`src/rtl/proj_router_buffer.sv`:
```
// -----------------------------------------------------------------------------
// proj_router_buffer
//
// Routes projection words coming out of the tracklet projection calculator.
//   * Local projections are written into an external double-paged projection
//     memory (one page per event).  This block drives the write port and keeps
//     the per-page entry count, reporting the count of each page as it closes.
//   * Plus / minus neighbour projections are pushed into two independent
//     first-word-fall-through FIFOs drained by the neighbour-sector links
//     with a valid/ready handshake.
//
// Ports
//   clk, reset                  processing clock, asynchronous active-high reset
//   en_proc                     input-side enable (gates writes and pushes)
//   start                       event boundary pulse, swaps the local page
//   projection                  projection word {TC_index, index, phi, z, phider, zder}
//   valid_proj                  write word to local memory
//   valid_projPlus/Minus        push word to plus / minus FIFO
//   mem_wr_en/addr/data         registered local memory write port, addr = {page, entry}
//   nentries, nentries_page     entry count and page id of the page just closed
//   local_ovf                   sticky: local page full, word dropped (clears on start)
//   plus_* / minus_*            FIFO head, valid, ready, occupancy and sticky overflow
// -----------------------------------------------------------------------------
module proj_router_buffer #(
   parameter int DATA_WIDTH  = 54,
   parameter int LOCAL_ABITS = 6,
   parameter int FIFO_ABITS  = 4
) (
   input  logic                    clk,
   input  logic                    reset,
   input  logic                    en_proc,
   input  logic                    start,
   input  logic [DATA_WIDTH-1:0]   projection,
   input  logic                    valid_proj,
   input  logic                    valid_projPlus,
   input  logic                    valid_projMinus,
   output logic                    mem_wr_en,
   output logic [LOCAL_ABITS:0]    mem_wr_addr,
   output logic [DATA_WIDTH-1:0]   mem_wr_data,
   output logic [LOCAL_ABITS:0]    nentries,
   output logic                    nentries_page,
   output logic                    local_ovf,
   output logic [DATA_WIDTH-1:0]   plus_dout,
   output logic                    plus_valid,
   input  logic                    plus_ready,
   output logic [DATA_WIDTH-1:0]   minus_dout,
   output logic                    minus_valid,
   input  logic                    minus_ready,
   output logic                    plus_ovf,
   output logic                    minus_ovf,
   output logic [FIFO_ABITS:0]     plus_count,
   output logic [FIFO_ABITS:0]     minus_count
);

   localparam logic [LOCAL_ABITS:0] LOCAL_DEPTH = (LOCAL_ABITS+1)'(1) << LOCAL_ABITS;
   localparam logic [FIFO_ABITS:0]  FIFO_DEPTH  = (FIFO_ABITS+1)'(1) << FIFO_ABITS;
   localparam int                   FIFO_WORDS  = 1 << FIFO_ABITS;

   // -------------------------------------------------------------------------
   // Local path
   // -------------------------------------------------------------------------
   logic                   page_reg;
   logic [LOCAL_ABITS:0]   count_reg;
   logic                   mem_wr_en_reg;
   logic [LOCAL_ABITS:0]   mem_wr_addr_reg;
   logic [DATA_WIDTH-1:0]  mem_wr_data_reg;
   logic [LOCAL_ABITS:0]   nentries_reg;
   logic                   nentries_page_reg;
   logic                   local_ovf_reg;

   // A word arriving together with start belongs to the new event, so the
   // page/count it sees are those the page swap is about to produce.
   logic                   eff_page;
   logic [LOCAL_ABITS:0]   eff_count;
   logic                   local_req;
   logic                   local_acc;
   logic                   local_drop;
   logic [LOCAL_ABITS:0]   count_next;

   always_comb begin
      eff_page   = start ? ~page_reg : page_reg;
      eff_count  = start ? '0 : count_reg;
      local_req  = en_proc & valid_proj;
      local_acc  = local_req & (eff_count != LOCAL_DEPTH);
      local_drop = local_req & ~local_acc;
      count_next = eff_count + (LOCAL_ABITS+1)'(local_acc);
   end

   always_ff @(posedge clk or posedge reset) begin
      if (reset) begin
         page_reg          <= 1'b0;
         count_reg         <= '0;
         mem_wr_en_reg     <= 1'b0;
         mem_wr_addr_reg   <= '0;
         mem_wr_data_reg   <= '0;
         nentries_reg      <= '0;
         nentries_page_reg <= 1'b0;
         local_ovf_reg     <= 1'b0;
      end else begin
         mem_wr_en_reg <= local_acc;
         if (local_acc) begin
            mem_wr_addr_reg <= {eff_page, eff_count[LOCAL_ABITS-1:0]};
            mem_wr_data_reg <= projection;
         end

         // Counter saturates at LOCAL_DEPTH because local_acc is blocked there.
         count_reg <= count_next;

         if (start) begin
            nentries_reg      <= count_reg;
            nentries_page_reg <= page_reg;
            page_reg          <= ~page_reg;
         end

         // A drop can only happen without start (start empties the count).
         if (start)
            local_ovf_reg <= 1'b0;
         else if (local_drop)
            local_ovf_reg <= 1'b1;
      end
   end

   assign mem_wr_en     = mem_wr_en_reg;
   assign mem_wr_addr   = mem_wr_addr_reg;
   assign mem_wr_data   = mem_wr_data_reg;
   assign nentries      = nentries_reg;
   assign nentries_page = nentries_page_reg;
   assign local_ovf     = local_ovf_reg;

   // -------------------------------------------------------------------------
   // Neighbour FIFOs: lane 0 = plus, lane 1 = minus.
   //
   // The head word lives in dout_reg (a registered copy of mem[rd_ptr]) so
   // the consumer sees a registered output.  On a pop the next head is loaded
   // from mem[rd_ptr+1]; when only one word is stored, the next head can only
   // be the word being pushed in the same cycle.
   // -------------------------------------------------------------------------
   logic [1:0]              fifo_push_flag;
   logic [1:0]              fifo_ready;
   logic [1:0]              fifo_valid;
   logic [1:0]              fifo_ovf;
   logic [DATA_WIDTH-1:0]   fifo_dout  [2];
   logic [FIFO_ABITS:0]     fifo_count [2];

   assign fifo_push_flag = {valid_projMinus, valid_projPlus};
   assign fifo_ready     = {minus_ready, plus_ready};

   generate
      for (genvar gi = 0; gi < 2; gi++) begin : g_fifo
         logic [DATA_WIDTH-1:0] mem [FIFO_WORDS];
         logic [FIFO_ABITS-1:0] wr_ptr_reg;
         logic [FIFO_ABITS-1:0] rd_ptr_reg;
         logic [FIFO_ABITS:0]   count_reg;
         logic [DATA_WIDTH-1:0] dout_reg;
         logic                  ovf_reg;

         logic                  pop;
         logic                  push_req;
         logic                  push_acc;
         logic                  push_drop;
         logic [FIFO_ABITS-1:0] rd_ptr_next;
         logic [FIFO_ABITS:0]   count_next;

         always_comb begin
            pop         = (count_reg != '0) & fifo_ready[gi];
            push_req    = en_proc & fifo_push_flag[gi];
            // When full, a simultaneous pop frees the slot the push needs.
            push_acc    = push_req & ((count_reg != FIFO_DEPTH) | pop);
            push_drop   = push_req & ~push_acc;
            rd_ptr_next = rd_ptr_reg + 1'b1;
            count_next  = count_reg;
            if (push_acc && !pop)
               count_next = count_reg + 1'b1;
            else if (!push_acc && pop)
               count_next = count_reg - 1'b1;
         end

         // Storage array without reset so it maps onto RAM primitives;
         // the pointers being reset is what discards buffered data.
         always_ff @(posedge clk) begin
            if (push_acc)
               mem[wr_ptr_reg] <= projection;
         end

         always_ff @(posedge clk or posedge reset) begin
            if (reset) begin
               wr_ptr_reg <= '0;
               rd_ptr_reg <= '0;
               count_reg  <= '0;
               dout_reg   <= '0;
               ovf_reg    <= 1'b0;
            end else begin
               if (push_acc)
                  wr_ptr_reg <= wr_ptr_reg + 1'b1;
               if (pop)
                  rd_ptr_reg <= rd_ptr_next;
               count_reg <= count_next;

               if (pop) begin
                  if (count_reg == (FIFO_ABITS+1)'(1)) begin
                     if (push_acc)
                        dout_reg <= projection;
                  end else begin
                     dout_reg <= mem[rd_ptr_next];
                  end
               end else if (count_reg == '0 && push_acc) begin
                  dout_reg <= projection;
               end

               // A drop in the start cycle still marks the new event.
               if (push_drop)
                  ovf_reg <= 1'b1;
               else if (start)
                  ovf_reg <= 1'b0;
            end
         end

         assign fifo_valid[gi] = (count_reg != '0);
         assign fifo_ovf[gi]   = ovf_reg;
         assign fifo_dout[gi]  = dout_reg;
         assign fifo_count[gi] = count_reg;
      end
   endgenerate

   assign plus_dout   = fifo_dout[0];
   assign plus_valid  = fifo_valid[0];
   assign plus_count  = fifo_count[0];
   assign plus_ovf    = fifo_ovf[0];
   assign minus_dout  = fifo_dout[1];
   assign minus_valid = fifo_valid[1];
   assign minus_count = fifo_count[1];
   assign minus_ovf   = fifo_ovf[1];

endmodule

```
`config.mk`:
```
export PLATFORM = sky130hd
export DESIGN_NAME = proj_router_buffer
export DESIGN_NICKNAME = d
export VERILOG_FILES = /design/src/rtl/proj_router_buffer.sv
export SDC_FILE = /design/constraint.sdc
export NUM_CORES = 2
export LEC_CHECK = 0
export CAP_MARGIN = 20
export CORE_MARGIN = 2
export CORE_UTILIZATION = 61
export CTS_CLUSTER_DIAMETER = 40
export CTS_CLUSTER_SIZE = 12
export DETAILED_ROUTE_END_ITERATION = 6
export GPL_TIMING_DRIVEN = 0
export PLACE_DENSITY = 0.79
export SKIP_CTS_REPAIR_TIMING = 1
export SYNTH_ARGS = -nofsm -noshare
export SYNTH_HDL_FRONTEND = slang
export SYNTH_SLANG_ARGS = --single-unit
```
`constraint.sdc`:
```
create_clock -name clk -period 8.85 [get_ports clk]
set_clock_uncertainty 0.2 [all_clocks]
set_input_delay 1.77 -clock clk [delete_from_list [all_inputs] [get_ports clk]]
set_output_delay 1.77 -clock clk [all_outputs]
set_load 0.05 [all_outputs]
```
# Word-level counts from Yosys, hierarchy flattened
# Memory sizes are Yosys's and may differ from the RTL's.
# Cells that the tools add are included.
[word_totals]
register_bits = 215
ramBits = 1728
in_bits = 63
output_inout_bits = 193
elab_cells = 99
mem_count = 2
[classes]
n_addsub = 9
n_eq_ne = 7
muxes = 23
n_bitwise = 17
n_reduce_logical = 23
[memory_table]
columns = ["memory", "words", "word_bits", "rd", "rd_clocked_by_memory_dff", "write_ports", "line_no", "text"]
rows = [
  ["g_fifo[0].mem", 16, 54, 1, 0, 1, "150", "logic [DATA_WIDTH-1:0] mem [FIFO_WORDS];"],
  ["g_fifo[1].mem", 16, 54, 1, 0, 1, "150", ""],
]
[op_table]
columns = ["cell", "count"]
rows = [
  ["$mux W54", 8],
  ["$mux W5", 4],
  ["$add A4 B1 Y4 const B", 4],
  ["$reduce_bool A2 Y1", 7],
  ["$and A1 B1 Y1", 11],
  ["$add A5 B1 Y5 const B", 2],
  ["$eq A5 B1 Y1 const B", 2],
  ["$logic_not A5 Y1", 2],
  ["$mux W1", 10],
  ["$ne A5 B5 Y1 const B", 2],
  ["$reduce_bool A5 Y1", 2],
  ["$sub A5 B1 Y5 const B", 2],
  ["$add A7 B1 Y7", 1],
  ["$mux W7", 1],
  ["$ne A7 B7 Y1 const B", 1],
  ["$logic_and A1 B1 Y1", 6],
  ["$ne A3 B3 Y1 const B", 2],
  ["$logic_not A1 Y1", 4],
  ["$not A1 Y1", 4],
  ["$reduce_and A2 Y1", 2],
  ["$or A1 B1 Y1", 2],
]

# Longest topological paths before layout
[depth]
word_depth = 8
mapped_depth = 13
mapped_depth_nobuf = 10

# Least setup slack after synthesis
# No wires, ideal clock.
[synth_timing]
path_kind = "input to register"
from = "in plus_ready"
to = "mem g_fifo[0].mem[3][0], enable pin"
setup_time_ns = 0.532
t_arrival_ns = 6.193
required_time_ns = 8.118
setup_slack_ns = 1.925
cell_stages = 6
n_path_buf = 1
path_cell_list = "inv_1 nand4_1 nor2b_1 clkbuf_1 nand2_1 nor3_1"
[synth_via]
elab_chain_len = 5
[synth_lines]
columns = ["element", "line_no", "text"]
rows = [
  ["start, declared", "45", "input logic plus_ready,"],
  ["$and A1 B1 Y1", "165", "pop = (count_reg != '0) & fifo_ready[gi];"],
  ["$or A1 B1 Y1", "168", "push_acc = push_req & ((count_reg != FIFO_DEPTH) | pop);"],
  ["$and A1 B1 Y1", "168", ""],
  ["named net g_fifo[0].push_acc", "159", "logic push_acc;"],
  ["$mux W1", "181", "if (push_acc)"],
  ["$mux W1 (implied by the code)", "182", "mem[wr_ptr_reg] <= projection;"],
  ["end, declared", "150", ""],
]
# The timed path passes the listed nets, and every way through them passes these cells.

# Worst setup path in the final report
[layout_timing]
from = "in en_proc"
to = "reg count_reg[6]"
[layout_via]
elab_chain_len = 3
[layout_lines]
columns = ["element", "line_no", "text"]
rows = [
  ["start, declared", "31", "input logic en_proc,"],
  ["$and A1 B1 Y1", "83", "local_req = en_proc & valid_proj;"],
  ["$and A1 B1 Y1", "84", "local_acc = local_req & (eff_count != LOCAL_DEPTH);"],
  ["named net local_acc", "76", "logic local_acc;"],
  ["$add A7 B1 Y7", "86", "count_next = eff_count + (LOCAL_ABITS+1)'(local_acc);"],
  ["named net count_next[6]", "78", "logic [LOCAL_ABITS:0] count_next;"],
  ["end signal, assigned", "107", "count_reg <= count_next;"],
  ["end, declared", "63", "logic [LOCAL_ABITS:0] count_reg;"],
]
# The timed path passes the listed nets, and every way through them passes these cells.
# A chain may end at the register's enable or synchronous reset.

==> flow_summary.yaml <==
outcome:
  status: "finished, violations left"
  failed_checks: "slew limit"
power_and_ir_drop:
  pwr_density_cell_nw_per_um2: 352
  p_leak_nw: 30.6
  vdd_drop_max_v: 0.000245
timing:
  period_share: 0.606
  hold_viol_final: 0
  worstMarginPinSlew_ns: 1.50
  fmax_mhz: 186
  whs_ns: 0.277
  relSlewSlack: -0.00269
  setup_viol: 0
  post-route-min-period_ns: 5.36
  rsz0062_at_grt: "false"
  post-route-worst-setup-slack_ns: 3.49
  slew_viol_final: 9
logic_synthesis:
  synth_compound_area_frac: 0.0449
  synthXorXnorAreaFrac: 0.00323
  yosys_warnings: 0
  syn_nets: 3954
  synth_mux_area_frac: 0.138
  syn_area_um2: 76000
  postSynthCellCount: 3867
  synth-simple-area-share: 0.0278
  yosysSeqAreaShare: 0.754
  synth_top_family_by_area: "multiplexers"
  synth_seq_cells: 1943
  ys.flop_type: "edfxtp_1"
  synthAdderAreaFrac: 0.00395
  synthArstFlopShare: 0.111
  avgSynthCellArea_um2: 19.7
  synth.distinct_cells: 47
  synth_edf_count: 1728
floorplan:
  chipWidth_um: 357
  chipHeight_um: 357
  num_io_pins: 256
  core_region_area_um2: 124000
  start_util: 0.615
  fp.dieArea_um2: 127000
  rows: 129
cells_and_area:
  largest_reg_flops: 1728
  final_cell_count_no_fill: 6281
  nets: 4543
  top_register: "g_fifo.mem"
  design_area_um2: 90100
  area_growth_pct: 18.5
  drive_gt1_frac: 0.232
  layout_common_cells: "edfxtp_1, mux4_2, clkdlybuf4s50_1"
  layout_commonest_cell: "edfxtp_1"
  post-route-util: 0.728
global_route:
  antenna_found_initial: 11
  overflow: 0
  first_global_vias: 42724
  grtUsageTotal: 0.309
  grt_pass1_wl_mm: 283
  grt_max_degree: 97
routing:
  vias: 41528
  ant_nets: 0
  first_pass_iters: 5
  wl_per_cell_um: 31.2
  viasPerCell: 6.61
  routed_wirelength_mm: 196
  initialDrtViolationCount: 5748
  drc: 0
place:
  gp_congestion: 0.799
  placedCellCount: 5857
  place_area_um2: 82600
  post-dp-hpwl_mm: 122
  pre_cts_ws_ns: 2.63
  io_buffers: 255
clock_tree:
  cts_sinks: 1943
  clock-root-buffer: "clkbuf_16"
  insertion_delay_ns: 0.82
  clk_pin_slew_worst_paths_ns: 0.06
  cts-htree-levels: 4
  tritoncts: "built"
  cts_buffer_depth: 3
  cts_made_buffers: 210
setup_path:
  critPathLaunch: "en_proc"
  crit_path_start_kind: "primary input"
  worst_setup_path_end_kind: "flip-flop"
  critPathMaxFanout: 11
  cp.arrival_ns: 5.81
  required_ns: 9.30
  critical_path_class: "primary input to flip-flop"
  rr_startpoint: "minus_count[0]"
hold_path:
  min_from: "plus_dout[53]"
  hold_class: "flip-flop to flip-flop"
job:
  drv_cap: 0
## cell families (layout without fill, tap and decap cells)
family / count (synthesis) / in the layout
fa+ha+maj: 24 / 24
simple gates: 442 / 442
flops: 1943 / 1943
buf+inv: 458 / 1227
xor+xnor: 28 / 28
compound gates: 471 / 471
mux: 501 / 501
other cells: 0 / 8
## area by class of cell
cell class,count,area (µm²)
multi-input combinational,1466,16800
clock buffer,315,6000
buffer,222,1270
antenna,8,20.0
tap,1637,2050
timing repair buffer,377,4980
sequential,1943,57300
fill,6902,33600
clock inverter,77,832
inverter,236,893
## where the power goes
part           leakage (nW)  switching (mW)  internal [mW]
Sequential             18.2           0.444           10.8
Clock                  3.31            3.62           5.03
Combinational          9.17            7.13           4.71
Total                  30.6            11.2           20.5
## stage by stage
stage / total power [mW] / setup TNS (ns)
CTS: 31.7 / 0
global placement: 22.5 / -1176.72
global route: 32.7 / 0
finish: 31.7 / 0
floorplan: 19.0 / 0
detailed placement: 22.9 / 0
## worst max-delay path, stage by stage
cell and delay [ns]:
clkdlybuf4s50_1 0.94, nand2_1 0.35, nor2_2 0.81, buf_2 0.59, buf_2 0.40, ha_1 0.31, ha_1 0.27, nand3_1 0.12
xor2_1 0.16, nor2_1 0.06
## path summary, 6_finish.rpt
kind                                   endpoint  slack (ns)  cells past startpoint
worst max-delay path               count_reg[6]        3.49                     10
worst min-delay path              plus_dout[53]        0.28                      2
worst max register to register   minus_dout[51]        4.36                     10
worst min register to register    plus_dout[53]        0.28                      2
max in group asynchronous         plus_dout[10]        6.29                      3
min in group asynchronous       mem_wr_data[37]        1.18                      2
## metal layers
metal / up-vias / track usage / share of wire
met5: - / 0 / 0.00020
met4: 6 / 0.132 / 0.046
met3: 495 / 0.0651 / 0.10
met2: 2782 / 0.504 / 0.50
met1: 21480 / 0.411 / 0.36
li1: 16765 / - / -
## cell usage after synthesis (6+ instances only)
master | count | area (µm²)
buf_6 | 40 | 450
o31ai_1 | 111 | 833
xor2_1 | 12 | 105
nor4_1 | 109 | 682
nand4_1 | 10 | 62.6
nand3_1 | 7 | 35.0
nor2_1 | 135 | 507
mux2_2 | 40 | 450
and3_1 | 10 | 62.6
xnor2_1 | 16 | 140
edfxtp_1 | 1728 | 51900
inv_1 | 235 | 882
mux2_1 | 27 | 304
ha_1 | 24 | 300
a21oi_1 | 6 | 30.0
o21ai_0 | 9 | 45.0
o22ai_1 | 112 | 701
nor3_1 | 9 | 45.0
nand2_1 | 129 | 484
a21boi_0 | 16 | 120
mux4_2 | 432 | 9730
and2_1 | 10 | 62.6
clkbuf_1 | 96 | 360
buf_2 | 72 | 360
dfrtp_1 | 215 | 5380
a21boi_1 | 202 | 1520
buf_4 | 12 | 90.1
(Power assumes the default switching activity.)
